--- src/rtl/fetch_pkg.sv ---
// Shared types and defaults for the instruction fetch stage.
// Holds the FSM encoding, the IF/ID bundle and the PC increment helper.
package fetch_pkg;

  typedef enum logic [1:0] {
    IDLE = 2'd0,
    WAIT = 2'd1,
    HOLD = 2'd2
  } fetchState_e;

  localparam logic [31:0] RESET_PC_DEF  = 32'h0000_0000;
  localparam logic [31:0] NOP_INSTR_DEF = 32'h0000_0000;

  typedef struct packed {
    logic [31:0] instr;
    logic [31:0] pc4;
    logic        valid;
  } if_id_t;

  function automatic logic [31:0] pcPlus4(
    input logic [31:0] pc
  );
    return pc + 32'd4;
  endfunction

endpackage

--- src/rtl/fetch_skid_buf.sv ---
// One-entry word+address buffer used while decode is stalled.
// Clear has priority so a redirect always discards the entry.
module fetch_skid_buf (
  input  logic        clk,
  input  logic        rst_n,
  input  logic        load,
  input  logic        clear,
  input  logic [31:0] wordIn,
  input  logic [31:0] addrIn,
  output logic        full,
  output logic [31:0] word,
  output logic [31:0] addr
);

  always_ff @(posedge clk or negedge rst_n) begin
    if (!rst_n) begin
      full <= 1'b0;
      word <= '0;
      addr <= '0;
    end else if (clear) begin
      full <= 1'b0;
    end else if (load) begin
      full <= 1'b1;
      word <= wordIn;
      addr <= addrIn;
    end
  end

endmodule

--- src/rtl/fetch_stage.sv ---
// Instruction fetch stage with single outstanding request,
// skid buffer for decode stalls and redirect kill handling.
module fetch_stage
  import fetch_pkg::*;
#(
  parameter logic [31:0] RESET_PC  = RESET_PC_DEF,
  parameter logic [31:0] NOP_INSTR = NOP_INSTR_DEF
) (
  input  logic        clk,
  input  logic        rst_n,
  output logic        imem_req,
  output logic [31:0] imem_addr,
  input  logic        imem_ack,
  input  logic [31:0] imem_rdata,
  input  logic        id_stall,
  input  logic        branch_taken,
  input  logic [31:0] branch_target,
  input  logic        jump,
  input  logic [31:0] jump_target,
  output logic [31:0] if_id_instr,
  output logic [31:0] if_id_pc4,
  output logic        if_id_valid,
  output logic [5:0]  op
);

  fetchState_e stateQ, stateD;
  if_id_t      ifIdQ, ifIdD;
  logic [31:0] pcQ, pcD;
  logic [31:0] addrQ, addrD;
  logic        reqQ, reqD;
  logic        killQ, killD;

  logic        skidFull;
  logic [31:0] skidWord, skidAddr;

  logic        redirect, accept, ackWait;
  logic [31:0] target;
  logic        idleIssue, deliver, skidLoad;
  logic        drain, killDrop;

  assign redirect = jump | branch_taken;
  assign target   = jump ? jump_target
                         : branch_target;
  assign accept   = !id_stall || !ifIdQ.valid;
  assign ackWait  = (stateQ == WAIT) && imem_ack;

  assign idleIssue = (stateQ == IDLE) && !redirect;
  assign deliver   = ackWait && !killQ
                   && !redirect && accept;
  assign skidLoad  = ackWait && !killQ
                   && !redirect && !accept;
  assign killDrop  = ackWait && killQ && !redirect;
  assign drain     = (stateQ == HOLD) && skidFull
                   && !redirect && accept;

  fetch_skid_buf uSkid (
    .clk    (clk),
    .rst_n  (rst_n),
    .load   (skidLoad),
    .clear  (redirect || drain),
    .wordIn (imem_rdata),
    .addrIn (addrQ),
    .full   (skidFull),
    .word   (skidWord),
    .addr   (skidAddr)
  );

  always_ff @(posedge clk or negedge rst_n) begin
    if (!rst_n) stateQ <= IDLE;
    else        stateQ <= stateD;
  end

  always_comb begin
    stateD = stateQ;
    unique case (stateQ)
      IDLE: stateD = WAIT;
      WAIT: if (skidLoad) stateD = HOLD;
      HOLD: if (redirect || drain) stateD = WAIT;
      default: stateD = IDLE;
    endcase
  end

  // A consumed IF/ID entry turns into a bubble unless refilled.
  always_comb begin
    pcD   = pcQ;
    addrD = addrQ;
    reqD  = reqQ;
    killD = killQ;
    ifIdD = ifIdQ;
    if (accept)
      ifIdD = '{instr: NOP_INSTR,
                pc4:   ifIdQ.pc4,
                valid: 1'b0};
    unique case (1'b1)
      redirect: begin
        pcD   = target;
        ifIdD = '{instr: NOP_INSTR,
                  pc4:   ifIdQ.pc4,
                  valid: 1'b0};
        if ((stateQ == WAIT) && !imem_ack) begin
          killD = 1'b1;
        end else begin
          killD = 1'b0;
          reqD  = 1'b1;
          addrD = target;
        end
      end
      idleIssue: begin
        reqD  = 1'b1;
        addrD = pcQ;
      end
      deliver: begin
        ifIdD = '{instr: imem_rdata,
                  pc4:   pcPlus4(addrQ),
                  valid: 1'b1};
        pcD   = pcPlus4(addrQ);
        addrD = pcPlus4(addrQ);
      end
      skidLoad: reqD = 1'b0;
      drain: begin
        ifIdD = '{instr: skidWord,
                  pc4:   pcPlus4(skidAddr),
                  valid: 1'b1};
        pcD   = pcPlus4(skidAddr);
        reqD  = 1'b1;
        addrD = pcPlus4(skidAddr);
      end
      killDrop: begin
        killD = 1'b0;
        addrD = pcQ;
      end
      default: ;
    endcase
  end

  always_ff @(posedge clk or negedge rst_n) begin
    if (!rst_n) begin
      pcQ   <= RESET_PC;
      addrQ <= RESET_PC;
      reqQ  <= 1'b0;
      killQ <= 1'b0;
      ifIdQ <= '{instr: NOP_INSTR,
                 pc4:   32'h0,
                 valid: 1'b0};
    end else begin
      pcQ   <= pcD;
      addrQ <= addrD;
      reqQ  <= reqD;
      killQ <= killD;
      ifIdQ <= ifIdD;
    end
  end

  assign imem_req    = reqQ;
  assign imem_addr   = addrQ;
  assign if_id_instr = ifIdQ.instr;
  assign if_id_pc4   = ifIdQ.pc4;
  assign if_id_valid = ifIdQ.valid;
  assign op          = ifIdQ.instr[31:26];

endmodule

--- config.mk ---
export PLATFORM = sky130hd
export DESIGN_NAME = fetch_stage
export DESIGN_NICKNAME = d
export VERILOG_FILES = /design/src/rtl/fetch_pkg.sv /design/src/rtl/fetch_skid_buf.sv /design/src/rtl/fetch_stage.sv
export SDC_FILE = /design/constraint.sdc
export NUM_CORES = 1
export LEC_CHECK = 0
export ABC_AREA = 0
export CAP_MARGIN = 20
export CORE_UTILIZATION = 45
export CTS_BUF_LIST = sky130_fd_sc_hd__clkbuf_16
export DETAILED_ROUTE_END_ITERATION = 10
export MAX_ROUTING_LAYER = met4
export PLACE_DENSITY = 0.81
export SETUP_SLACK_MARGIN = 0.4
export SLEW_MARGIN = 20
export SYNTH_ARGS = -nofsm -noshare
export SYNTH_HDL_FRONTEND = slang
export SYNTH_SLANG_ARGS = --single-unit
--- constraint.sdc ---
create_clock -name clk -period 5.37 [get_ports clk]
set_clock_uncertainty 0.15 [all_clocks]
set_input_delay 1.074 -clock clk [delete_from_list [all_inputs] [get_ports clk]]
set_output_delay 1.074 -clock clk [all_outputs]
set_load 0.005 [all_outputs]
After elaboration in Yosys (flattened, before gate mapping)
Cells that the tools add are included.
{"block": "totals", "register_bits": 198, "in_bits": 102, "out_inout_bits": 104, "word_cells": 71}
{"block": "op_classes", "n_addsub": 2, "n_eq_ne": 5, "mux": 15, "n_bitwise": 3, "reduce_logical": 35}
{"op": "case mux 65 bit (3 select lines)", "n": 1}
{"op": "case mux 32 bit (4 select lines)", "n": 1}
{"op": "case mux 32 bit (3 select lines)", "n": 1}
{"op": "two-way mux 65 bit", "n": 1}
{"op": "adder 32 x 3 -> 32 bit (second input constant)", "n": 2}
{"op": "two-way mux 32 bit", "n": 2}
{"op": "logical AND 1 bit", "n": 12}
{"op": "AND reduction 2 bit", "n": 5}
{"op": "nonzero test 4 bit", "n": 2}
{"op": "zero test 1 bit", "n": 6}
{"op": "case mux 2 bit (3 select lines)", "n": 1}
{"op": "nonzero test 2 bit", "n": 3}
{"op": "nonzero test 3 bit", "n": 2}
{"op": "two-way mux 1 bit", "n": 4}
{"op": "two-way mux 2 bit", "n": 2}
{"op": "inequality test 2 bit (second input constant)", "n": 2}
{"op": "OR reduction 2 bit", "n": 2}
{"op": "case mux 1 bit (3 select lines)", "n": 1}
{"op": "== test 2 x 1 -> 1 bit (second input constant)", "n": 1}
{"op": "== test 2 bit (second input constant)", "n": 1}
{"op": "zero test 2 bit", "n": 1}
{"op": "logical OR 1 bit", "n": 2}
{"op": "inequality test 2 x 1 -> 1 bit (second input constant)", "n": 1}
{"op": "inverter 1 bit", "n": 2}
{"op": "other kinds (2)", "n": 2}

Logic depth before layout (Yosys ltp)
{"block": "logic_depth", "word_depth": 7, "depth_mapped": 11, "mapped_depth_nobuf": 7}

Modules after synthesis
A second synthesis with hierarchy kept.
{"block": "unflattened", "cells_unflattened": 917, "hier_area_um2": 10252.3}
{"module": "fetch_stage", "instances": 1, "cells_per_inst": 778, "area_per_inst_um2": 7518.5, "seq_area_each_um2": 3328.2}
{"module": "fetch_skid_buf", "instances": 1, "cells_per_inst": 139, "area_per_inst_um2": 2733.9, "seq_area_each_um2": 1626.6}

Least setup slack after synthesis
No wires, ideal clock.
{"block": "synth_path", "path_type": "input to register", "from": "input jump", "to": "register addrQ[4] (netlist: imem_addr[4])", "setup_time_ns": 0.137, "t_arrival_ns": 2.781, "required_time_ns": 5.083, "setup_slack_ns": 2.302, "stages": 10, "n_path_buf": 5, "path_cell_list": "buf_2 -> or2_1 -> buf_2 -> a211o_1 -> buf_2 -> and3_1 -> clkbuf_1 -> buf_2 -> a221oi_1 -> a21oi_1"}
{"block": "synth_via", "elab_chain_cells": 6, "elab_cells_between_ends": 15, "classes_between": "eq/ne: 1; mux: 3; bitwise: 1; reduce/logical: 10"}
{"element": "from (decl)", "line_no": "fetch_stage.sv:18", "rtl": "input logic jump,"}
{"element": "OR 1 bit", "line_no": "fetch_stage.sv:41", "rtl": "assign redirect = jump | branch_taken;"}
{"element": "zero test 1 bit"}
{"element": "logical AND 1 bit, on equally long branches"}
{"element": "OR reduction 2 bit (no line), or another cell as far along"}
{"element": "nonzero test 4 bit (no line)"}
{"element": "AND reduction 2 bit (no line)"}
{"element": "to (signal assigned)", "line_no": "fetch_stage.sv:147", "rtl": "addrQ <= addrD;"}
{"element": "to (decl)", "line_no": "fetch_stage.sv:29", "rtl": "logic [31:0] addrQ, addrD;"}
Parallel ways exist; a longest one is shown, timed or not. The select of a mux whose other input is x is not followed.
A chain may end at the register's enable or synchronous reset.

Worst setup path after layout
{"block": "layout_path", "from": "input branch_taken", "to": "register addrQ[1] (netlist: imem_addr[1])"}
{"block": "layout_via", "elab_chain_cells": 6, "elab_cells_between_ends": 13, "classes_between": "eq/ne: 1; mux: 1; bitwise: 1; reduce/logical: 10"}
{"element": "from (decl)", "line_no": "fetch_stage.sv:16", "rtl": "input logic branch_taken,"}
{"element": "OR 1 bit (*)", "line_no": "fetch_stage.sv:41"}
{"element": "zero test 1 bit"}
{"element": "logical AND 1 bit, on equally long branches"}
{"element": "OR reduction 2 bit (no line), or another cell as far along"}
{"element": "nonzero test 4 bit (no line)"}
{"element": "AND reduction 2 bit (no line)"}
Mark *: on every way between the ends. The rest lies on a longest branch, timed or not.

==> results.py <==
metrics = {
    "drt": {
        "via_per_inst": 6.01,
        "ant_nets": 0,
        "firstDrtPassIters": 6,
        "postRouteWirelength_microns": 28000,
        "vias": 8343,
        "post-route-drc-count": 0,
        "routedWlPerCell_microns": 20.2,
        "drt-initial-drc-count": 883,
    },
    "timing": {
        "slew_headroom": 0.355,
        "fin_crit_sh": 0.721,
        "fmax_mhz": 258,
        "rsz0062_at_grt": "no",
        "tns_ns": 0,
        "maxSlewViolCount": 0,
        "worst_slew_pin_slew_ns": 0.968,
        "setup_viol": 0,
        "fin_crit_ns": 3.87,
        "finalHoldViolations": 0,
    },
    "die": {
        "die-area_sq_mm": 0.0224,
        "initial_core_util": 0.463,
        "die_w_microns": 150,
        "rows": 53,
        "io_pins": 206,
        "core_area_sq_mm": 0.0212,
        "fp.dieH_microns": 150,
    },
    "synthesis": {
        "async_flop_share": 1.00,
        "yosys_warnings": 0,
        "synth_flop_cell": "dfrtp_1",
        "synth.top_cell.area_share": 0.506,
        "yosysSeqAreaShare": 0.506,
        "synth.area.top_cells": "dfrtp_1, mux2_2, a222oi_1",
        "synth.most_common_cell": "dfrtp_1",
        "synth.distinct_cells": 58,
        "synth_edf_count": 0,
        "yosysTopAreaCell": "dfrtp_1",
        "syn_nets": 1035,
        "avgSynthCellArea_sq_um": 10.5,
        "ys_top_cells_by_count": "dfrtp_1, mux2_2, nor2_1, nand2_1, clkbuf_1",
        "synth-seq-cells": 198,
        "syn_inst": 931,
        "netlist_area_sq_mm": 0.00980,
    },
    "power": {
        "power_switching_uw": 1080,
        "clockPowerShare": 0.336,
        "p_int_uw": 2860,
        "combinationalPowerShare": 0.189,
        "p_leak_uw": 0.00562,
        "p_seq_frac": 0.475,
        "ir_drop_mv": 0.216,
        "power.density_mw_per_mm2": 312,
        "swShare": 0.275,
    },
    "global_route": {
        "grt_max_degree": 128,
        "grt_pass1_wl_microns": 44100,
        "antenna_found_initial": 0,
        "overflow": 0,
        "grt_pass1_vias": 8164,
        "grt_use_total": 0.265,
    },
    "worst_setup_path": {
        "startpoint_type": "primary input",
        "cp-end-kind": "register",
        "r2r-end": "imem_addr[31]$_DFFE_PN0P_",
        "cp.required_ns": 5.57,
        "path_class": "primary input to register",
        "crit_start": "branch_taken",
        "crit_fanout": 24,
        "reg2reg_slack_ns": 2.52,
        "rr_startpoint": "imem_addr[4]$_DFFE_PN0P_",
        "ff2ff_path_depth": 6,
        "arrival_ns": 4.07,
    },
    "place": {
        "numPlacedInstances": 1356,
        "routabilityCongestion": 0.919,
        "dp_hpwl_microns": 19200,
        "io_buffer_count": 205,
    },
    "cts": {
        "cts_buffers": 17,
        "cts-hold-fix-buffers": 0,
        "cts_buffer_depth": 2,
        "cts_max_level": 4,
        "clk_pin_slew_worst_paths_ns": 0.07,
        "clock-root-buffer": "clkbuf_16",
        "clk_latency_ns": 0.43,
        "cts_resized": 0,
        "clock-sinks": 198,
        "cts_tree": "done",
        "post_cts_buffers": 0,
    },
    "run_status": {
        "status": "complete, no violations",
    },
    "final_layout": {
        "drive_gt1_frac": 0.133,
        "fin_cells": 1388,
        "final_nets": 1204,
        "antenna_cells": 0,
        "syn2layout_area_growth_pct": 29.1,
    },
    "hold_path": {
        "whs_path_depth": 2,
        "min_path_type": "register to register",
        "min_from": "if_id_pc4[30]$_DFFE_PN0P_",
        "hold_end": "if_id_pc4[30]$_DFFE_PN0P_",
    },
    "flow_run": {
        "cap_viol_max_count": 0,
    },
}
-- worst max-delay path by stage --
stage                          endpoint  slack (ns)  cells past startpoint
2_1_floorplan  imem_addr[4]$_DFFE_PN0P_        2.30                     10
3_3_place_gp   imem_addr[0]$_DFFE_PN0P_        1.25                      7
3_5_place_dp   imem_addr[0]$_DFFE_PN0P_        1.11                      7
4_1_cts        imem_addr[1]$_DFFE_PN0P_        1.60                      7
5_1_grt        imem_addr[0]$_DFFE_PN0P_        1.37                      7
6_report       imem_addr[1]$_DFFE_PN0P_        1.50                      7
-- logic make-up after synthesis --
kind of cell / count (synthesis) / synth area share
AND/OR/NAND/NOR: 250 / 0.123
XOR/XNOR: 54 / 0.0490
multiplexers: 92 / 0.104
flip-flops: 198 / 0.506
buffers and inverters: 111 / 0.0471
adder cells (fa/ha/maj): 2 / 0.00255
AO/OA/AOI/OAI: 224 / 0.168
-- stage by stage --
| step | hold WS [ns] | instance area (sq um) | total power, uW | worst slack (ns) | utilization |
|---|---|---|---|---|---|
| finish | 0.319 | 12600 | 3940 | 1.50 | 0.598 |
| global route | 0.344 | 12600 | 4110 | 1.37 | 0.598 |
| CTS | 0.321 | 12600 | 3960 | 1.60 | 0.598 |
| detailed placement | 0.306 | 12000 | 2640 | 1.11 | 0.569 |
| global placement | 0.301 | 12000 | 2620 | 1.25 | 0.569 |
| floorplan | 0.305 | 9800 | 2170 | 2.30 | - |
-- layout make-up --
| cell class | count | area [sq um] |
|---|---|---|
| inverters | 39 | 146 |
| fillers | 1750 | 8510 |
| well taps | 275 | 344 |
| clock inverters | 15 | 176 |
| clock buffers | 17 | 425 |
| flip-flops and latches | 198 | 4950 |
| repair buffers | 222 | 2190 |
| multi-input cells | 622 | 4400 |
-- power by group through the flow --
stage               sequential [uW]  combinational, uW  clock (uW)
CTS                            1870                753        1340
global placement               1890                729           0
global route                   1900                814        1400
floorplan                      1840                334           0
finish                         1870                746        1320
detailed placement             1890                749           0
-- layer usage --
layer	vias up	wire length (microns)	track usage
li1	3720	-	-
met1	4130	11100	0.325
met2	434	13200	0.412
met3	59	2880	0.0814
met4	0	852	0.0934
met5	-	0	-
-- sequential cells by signal, indices dropped and copies added, names as in the netlist --
signal / cells
uSkid.full: 1
if_id_instr: 32
if_id_valid: 1
uSkid.word: 32
imem_addr: 32
stateQ: 2
uSkid.addr: 32
if_id_pc4: 32
killQ: 1
pcQ: 32
imem_req: 1
-- critical path, stage by stage --
cell and delay, ns:
clkdlybuf4s50_1 0.50, or2_1 0.59, a211o_1 0.55, a31oi_4 0.73, buf_4 0.36, a21oi_1 0.10, a31oi_1 0.15
-- layout by cell type (no fill, tap or decap), drive strengths merged, types with 16 or more instances in the layout --
master	Yosys	final
clkdlybuf4s50	0	203
o21ai	30	30
mux2	81	81
nand4	16	16
nand3	30	30
clkbuf	45	17
nor3	16	16
dfrtp	198	198
a222oi	32	32
o22ai	19	19
a21o	20	20
xnor2	32	32
a21oi	37	37
o22a	19	19
xor2	22	22
nand2	73	73
buf	27	19
nor2	77	77
inv	39	45
Note: power is estimated with default switching activity, not from simulation.
